<file path="config.mk">
export PLATFORM = sky130hd
export DESIGN_NAME = uart_tx_cfg_flat
export DESIGN_NICKNAME = d
export VERILOG_FILES = /design/src/rtl/uart_tx_cfg_if.sv /design/src/rtl/uart_tx_cfg.sv /design/src/flat_wrapper.sv
export SDC_FILE = /design/constraint.sdc
export NUM_CORES = 1
export LEC_CHECK = 0
export CAP_MARGIN = 20
export CORE_MARGIN = 8
export CORE_UTILIZATION = 44
export CTS_BUF_LIST = sky130_fd_sc_hd__clkbuf_8
export DETAILED_ROUTE_END_ITERATION = 10
export DONT_BUFFER_PORTS = 1
export SETUP_SLACK_MARGIN = 0.15
export SYNTH_ARGS = -nofsm -noshare
export SYNTH_HDL_FRONTEND = slang
export SYNTH_SLANG_ARGS = --single-unit
</file>
<file path="constraint.sdc">
create_clock -name clk -period 1.7 [get_ports clk]
set_input_delay 0.34 -clock clk [delete_from_list [all_inputs] [get_ports clk]]
set_output_delay 0.34 -clock clk [all_outputs]
set_load 0.05 [all_outputs]
</file>
<file path="src/rtl/uart_tx_cfg_if.sv">
// Character handshake between a byte source and the UART transmitter.
interface uart_tx_cfg_if #(
  parameter int DATA_BITS = 8
) ();
  logic [DATA_BITS-1:0] tx_data;
  logic                 tx_valid;
  logic                 tx_ready;

  modport master (output tx_data, output tx_valid, input tx_ready);
  modport slave  (input tx_data, input tx_valid, output tx_ready);
endinterface

</file>
<file path="src/rtl/uart_tx_cfg.sv">
// Parametrised UART transmitter (start, DATA_BITS LSB first, optional parity, 1-2 stop bits).
// Optional line-break generation is compiled in with `define UART_TX_BREAK_EN.
module uart_tx_cfg #(
  parameter int CLK_FREQ  = 50000000,
  parameter int BAUD      = 115200,
  parameter int DATA_BITS = 8,
  parameter int PARITY    = 0,
  parameter int STOP_BITS = 1
) (
  input  logic          clk,
  input  logic          reset_n,
  uart_tx_cfg_if.slave  tx,
`ifdef UART_TX_BREAK_EN
  input  logic          tx_break,
`endif
  output logic          serial_tx,
  output logic          busy
);

  localparam int CPB   = CLK_FREQ / BAUD;
  localparam int CNT_W = (CPB > 1) ? $clog2(CPB) : 1;
  localparam int IDX_W = $clog2(DATA_BITS + 1);

  if (CPB < 2) begin : g_bad_cpb
    $error("uart_tx_cfg: CLK_FREQ/BAUD must be at least 2");
  end
  if (DATA_BITS < 5 || DATA_BITS > 9) begin : g_bad_data
    $error("uart_tx_cfg: DATA_BITS must be 5..9");
  end
  if (PARITY < 0 || PARITY > 2) begin : g_bad_par
    $error("uart_tx_cfg: PARITY must be 0, 1 or 2");
  end
  if (STOP_BITS < 1 || STOP_BITS > 2) begin : g_bad_stop
    $error("uart_tx_cfg: STOP_BITS must be 1 or 2");
  end

  typedef enum logic [2:0] {
    S_IDLE,
    S_START,
    S_DATA,
    S_PARITY,
`ifdef UART_TX_BREAK_EN
    S_BREAK,
`endif
    S_STOP
  } state_t;

  // Odd mode inverts the XOR so the total count of ones on the line is odd.
  function automatic logic calc_parity(input logic [DATA_BITS-1:0] d);
    return (PARITY == 1) ? ~(^d) : (^d);
  endfunction

  state_t               state, state_nx;
  logic [CNT_W-1:0]     baud_cnt, baud_cnt_nx;
  logic [IDX_W-1:0]     bit_idx, bit_idx_nx;
  logic                 stop_cnt, stop_cnt_nx;
  logic [DATA_BITS-1:0] shift, shift_nx;
  logic                 par_bit, par_bit_nx;
  logic                 line_nx;
  logic                 ready;
  logic                 accept;
  logic                 bit_end;
  logic                 brk;

`ifdef UART_TX_BREAK_EN
  assign brk   = tx_break;
  assign ready = (state == S_IDLE) && !tx_break;
`else
  assign brk   = 1'b0;
  assign ready = (state == S_IDLE);
`endif

  assign tx.tx_ready = ready;
  assign accept      = tx.tx_valid && ready;
  assign bit_end     = (baud_cnt == CNT_W'(CPB - 1));

  always_comb begin
    state_nx    = state;
    baud_cnt_nx = bit_end ? '0 : baud_cnt + CNT_W'(1);
    bit_idx_nx  = bit_idx;
    stop_cnt_nx = stop_cnt;
    shift_nx    = shift;
    par_bit_nx  = par_bit;
    line_nx     = 1'b1;

    case (state)
      S_IDLE: begin
        baud_cnt_nx = '0;
        bit_idx_nx  = '0;
        stop_cnt_nx = 1'b0;
        if (brk) begin
`ifdef UART_TX_BREAK_EN
          state_nx = S_BREAK;
`endif
        end else if (accept) begin
          state_nx   = S_START;
          shift_nx   = tx.tx_data;
          par_bit_nx = calc_parity(tx.tx_data);
        end
      end
      S_START: if (bit_end) state_nx = S_DATA;
      S_DATA: begin
        if (bit_end) begin
          shift_nx = shift >> 1;
          if (bit_idx == IDX_W'(DATA_BITS - 1)) begin
            bit_idx_nx = '0;
            state_nx   = (PARITY != 0) ? S_PARITY : S_STOP;
          end else begin
            bit_idx_nx = bit_idx + IDX_W'(1);
          end
        end
      end
      S_PARITY: if (bit_end) state_nx = S_STOP;
      S_STOP: begin
        if (bit_end) begin
          if (stop_cnt == 1'(STOP_BITS - 1)) begin
            stop_cnt_nx = 1'b0;
            state_nx    = S_IDLE;
`ifdef UART_TX_BREAK_EN
            if (brk) state_nx = S_BREAK;
`endif
          end else begin
            stop_cnt_nx = 1'b1;
          end
        end
      end
`ifdef UART_TX_BREAK_EN
      // Counter parked at zero so the release stop period is a full one.
      S_BREAK: begin
        baud_cnt_nx = '0;
        if (!brk) state_nx = S_STOP;
      end
`endif
      default: state_nx = S_IDLE;
    endcase

    case (state_nx)
      S_START:  line_nx = 1'b0;
      S_DATA:   line_nx = shift_nx[0];
      S_PARITY: line_nx = par_bit_nx;
`ifdef UART_TX_BREAK_EN
      S_BREAK:  line_nx = 1'b0;
`endif
      default:  line_nx = 1'b1;
    endcase
  end

  always_ff @(posedge clk) begin
    if (!reset_n) begin
      state     <= S_IDLE;
      baud_cnt  <= '0;
      bit_idx   <= '0;
      stop_cnt  <= 1'b0;
      shift     <= '0;
      par_bit   <= 1'b0;
      serial_tx <= 1'b1;
      busy      <= 1'b0;
    end else begin
      state     <= state_nx;
      baud_cnt  <= baud_cnt_nx;
      bit_idx   <= bit_idx_nx;
      stop_cnt  <= stop_cnt_nx;
      shift     <= shift_nx;
      par_bit   <= par_bit_nx;
      serial_tx <= line_nx;
      busy      <= (state_nx != S_IDLE);
    end
  end

endmodule

</file>
<file path="src/flat_wrapper.sv">
// flat-port wrapper written by rule: the top's interface ports become plain ports
module uart_tx_cfg_flat 
#(
  parameter int CLK_FREQ  = 50000000,
  parameter int BAUD      = 115200,
  parameter int DATA_BITS = 8,
  parameter int PARITY    = 0,
  parameter int STOP_BITS = 1
)
  (clk, reset_n, serial_tx, busy, tx_tx_data, tx_tx_valid, tx_tx_ready);
  uart_tx_cfg_if #(.DATA_BITS(DATA_BITS)) tx_i ();
  input  logic clk;
  input  logic reset_n;
  output logic serial_tx;
  output logic busy;
  input wire logic [$bits(tx_i.tx_data)-1:0] tx_tx_data;
  input wire logic [$bits(tx_i.tx_valid)-1:0] tx_tx_valid;
  output wire logic [$bits(tx_i.tx_ready)-1:0] tx_tx_ready;
  assign tx_i.tx_data = tx_tx_data;
  assign tx_i.tx_valid = tx_tx_valid;
  assign tx_tx_ready = tx_i.tx_ready;
  uart_tx_cfg #(.CLK_FREQ(CLK_FREQ), .BAUD(BAUD), .DATA_BITS(DATA_BITS), .PARITY(PARITY), .STOP_BITS(STOP_BITS)) u_core (.clk(clk), .reset_n(reset_n), .tx(tx_i), .serial_tx(serial_tx), .busy(busy));
endmodule
</file>
==> summary.md <==
| Metric | Value |
|---|---|
| WL per Instance | approximately 14 µm |
| CTS HTree Levels | 1 |
| Tot Pwr | 0.001271 W |
| Final Hold Viols | 0 |
| Syn. warnings | 0 |
| Total GRT Usage | 0.1118 |
| Die area | 4979 µm² |
| Peak supply drop | 336.5 µV |
| Pre-CTS setup slack | 13.79 ps |
| Clock root buffer | clkbuf_8 |
| First-pass GRT wire length | 4588 µm |
| Internal cell power | 0.0009644 W |
| Synth Cell Area | 1310 µm² |
| Reg2reg path depth | 6 |
| Fin nets | between 150 and 200 |
| Pin count of the biggest net entering global routing | 17 |
| Critical path capture point type | output port |
| Diode count | 0 |
| Clock share of power | 0.314 |
| Detailed Place HPWL | 1919 µm |
| IO buf count | 0 |
| Mapped Cells | 145 |
| Starting density of the core | 0.4436 |
| Status | complete, no violations |
| Net Sw Power | just over 0.0003 W |
| Wirelength, routed | between 2000 and 3000 µm |
| Achievable Freq | between 0.6 and 0.7 GHz |
| Layout area overhead | 20.82% |
| Detail-routed via count per cell | 5.495 |
| Clock transition at path regs | 90 ps |
| Area leader, netlist | dfxtp_1 |
| Number of flops mapped to enable cells by yosys | 0 |
| Crit-path max FO | 2 |
| Leak | roughly 0.57 nW |
| Syn_nets | 159 |
| Worst R2R Start | u_core.state[1]$_SDFF_PN0_ |
| Worst endpoint required time | 1360 ps |
| Grt total ovfl | 0 |
| Num ports | 14 |
| Rows | 20 |
| Synth unique cells | 41 |
| Starting DRT DRC Count | 40 |
| Slew Viols, Final | 0 |
| Share of layout cells above drive strength 1 | 0.2611 |
| Die span in y | 70.57 µm |
| Clk buf depth | 2 |
| Vias post-DR | 1044 |
| Seq pwr share | 0.565 |
| Register bit total from synthesis | 28 |
| Post-synth top flop | dfxtp_1 |
| Setup crit start | u_core.state[1]$_SDFF_PN0_ |
| RSZ-0062 raised after global routing | yes |
| Slew HR | 0.6747 |
| Core area | approximately 3000 µm² |
| Power Density | 802.8 nW/µm² |
| Critical path arrival | around 1200 ps |
| Max Cap Viol | 0 |
| Die Width | 70.57 µm |
| Switching part of the total | 0.2410 |
| Worst Tran Pin Value | 487.3 ps |
| Synth async-reset ratio | 0 |
| Cts bufs inserted | 3 |
| CTS tree | yes |
| TritonRoute pass-1 iters | 4 |
| Kind of critical path | flop to output port |
| Top-area cell type share of the netlist area | 0.4279 |
| Final setup TNS | 0 ps |
| Clock sink total | 28 |
| Synth area leaders | dfxtp_1 43%, xnor2_1 6.7%, nor2_1 4.3% |
| Worst hold path type | primary input to flop |
| Critical R2R Capture | u_core.serial_tx$_SDFF_PN1_ |
| Vias in the first global route | 1057 |
| Sequential area share after synthesis | 0.4279 |
| Cts hold-fix bufs | 0 |
| Final setup viols | 0 |
| Commonest non-fill, non-tap cell in the layout | dfxtp_1 |
| DRC Markers | 0 |
| Tcrit/Tclk final | 0.9178 |
| Final worst setup slack | 139.7 ps |
| Minimum clock period | 1560 ps |
| Clock Skews | 5.605 ps |
| Critical path launch point type | flop |
| Final Wtd Congestion | 0.7801 |
| Routed Antenna Nets | 0 |
| Initial antenna violation count | 0 |
| R2R Setup Slk | 140 ps |
| Synth Area per Inst | approximately 9 µm² |
| Combinational share of power | 0.122 |
| Skew-Pair Late Insertion Delay | 270 ps |
| Commonest non-fill, non-tap cells in the layout | 22 x dfxtp_1, 13 x nand2_1, 13 x nor2_1 |
| Critical Path Sink | tx_tx_ready |
==> how the worst min path moves through the flow <==
stage,slack (ps),depth (start not counted),from,endpoint
5_1_grt,170,1,reset_n,u_core.shift[0]$_SDFF_PN0_
6_report,190,1,reset_n,u_core.state[2]$_SDFF_PN0_
3_3_place_gp,450,2,u_core.shift[4]$_SDFFE_PN0P_,u_core.shift[4]$_SDFFE_PN0P_
4_1_cts,180,1,reset_n,u_core.state[2]$_SDFF_PN0_
3_5_place_dp,450,2,u_core.shift[4]$_SDFFE_PN0P_,u_core.shift[4]$_SDFFE_PN0P_
2_1_floorplan,440,2,u_core.shift[2]$_SDFFE_PN0P_,u_core.shift[2]$_SDFFE_PN0P_
==> sequential cells by signal, indices dropped and copies added, names as in the netlist <==
register,count
u_core.bit_idx,4
u_core.par_bit,1
u_core.stop_cnt,1
u_core.serial_tx,1
u_core.state,3
u_core.baud_cnt,9
u_core.busy,1
u_core.shift,8
==> stage by stage <==
stage | cells | util | cell area (µm²) | hold WS (ps)
after floorplan | 145 | - | 1326 | 436.0
after global placement | 179 | 0.4678 | 1381 | 448.3
after detailed placement | 179 | 0.4678 | 1381 | 451.0
after CTS | 188 | 0.5220 | 1541 | 176.3
after global routing | 190 | 0.5360 | 1583 | 172.4
final | 190 | 0.5360 | 1583 | 186.1
==> critical path: stages (launching register included) <==
cell,delay [ps]
dfxtp_2,330
or3_4,420
inv_8,70
buf_8,130
==> cell type report <==
class                           instances  area, µm²
Sequential cell                        28      570.5
Tap cell                               33      41.29
Clock buffer                            4      55.05
Multi-Input combinational cell        108      792.0
Timing Repair Buffer                   12      97.59
Fill cell                             292       1370
Inverter                                5      26.28
==> power groups by stage <==
| stage | combinational [W] | clock, W | sequential, W |
|---|---|---|---|
| detailed placement | 0.000135 | 0 | 0.000733 |
| global placement | 0.000134 | 0 | 0.000732 |
| finish | 0.000155 | 0.000398 | 0.000717 |
| floorplan | 0.000117 | 0 | 0.000728 |
| CTS | 0.000149 | 0.000420 | 0.000718 |
| global route | 0.000172 | 0.000448 | 0.000721 |
==> Yosys cell counts, drive strengths merged, types with 3 or more instances <==
cell type,count
dfxtp,28
nor2,16
nand2,13
a21oi,10
xnor2,10
a22oi,7
and2,5
inv,5
nand3,4
o21ai,4
or3,4
xor2,4
and3,3
ha,3
==> kinds of logic (layout without fill, tap and decap cells) <==
group           after synthesis  after routing  synth area share
mux                           3              3           0.02388
compound gates               28             28            0.1414
flops                        28             28            0.4279
simple gates                 60             60            0.2550
xor+xnor                     14             14           0.09359
fa+ha+maj                     3              3           0.02866
buf+inv                       9             21           0.02960
==> per-layer routing <==
layer,up-vias,GRT usage,wire (µm)
met3,7,0.03249,157
met5,-,0,0
met1,487,0.1187,1073
met2,14,0.1918,1289
met4,0,0.06697,74
li1,536,-,-
==> repair_timing <==
| action | 4_1_cts | 5_1_grt |
|---|---|---|
| endpoints found under the hold margin | 0 | 0 |
| endpoints found under the setup margin | 12 | 17 |
| resized for setup | 19 | 7 |
| gates cloned | 0 | 0 |
| buffers inserted | 5 | 2 |
| pin swaps | 9 | 5 |
No activity file was read; power rests on OpenSTA's default activity.
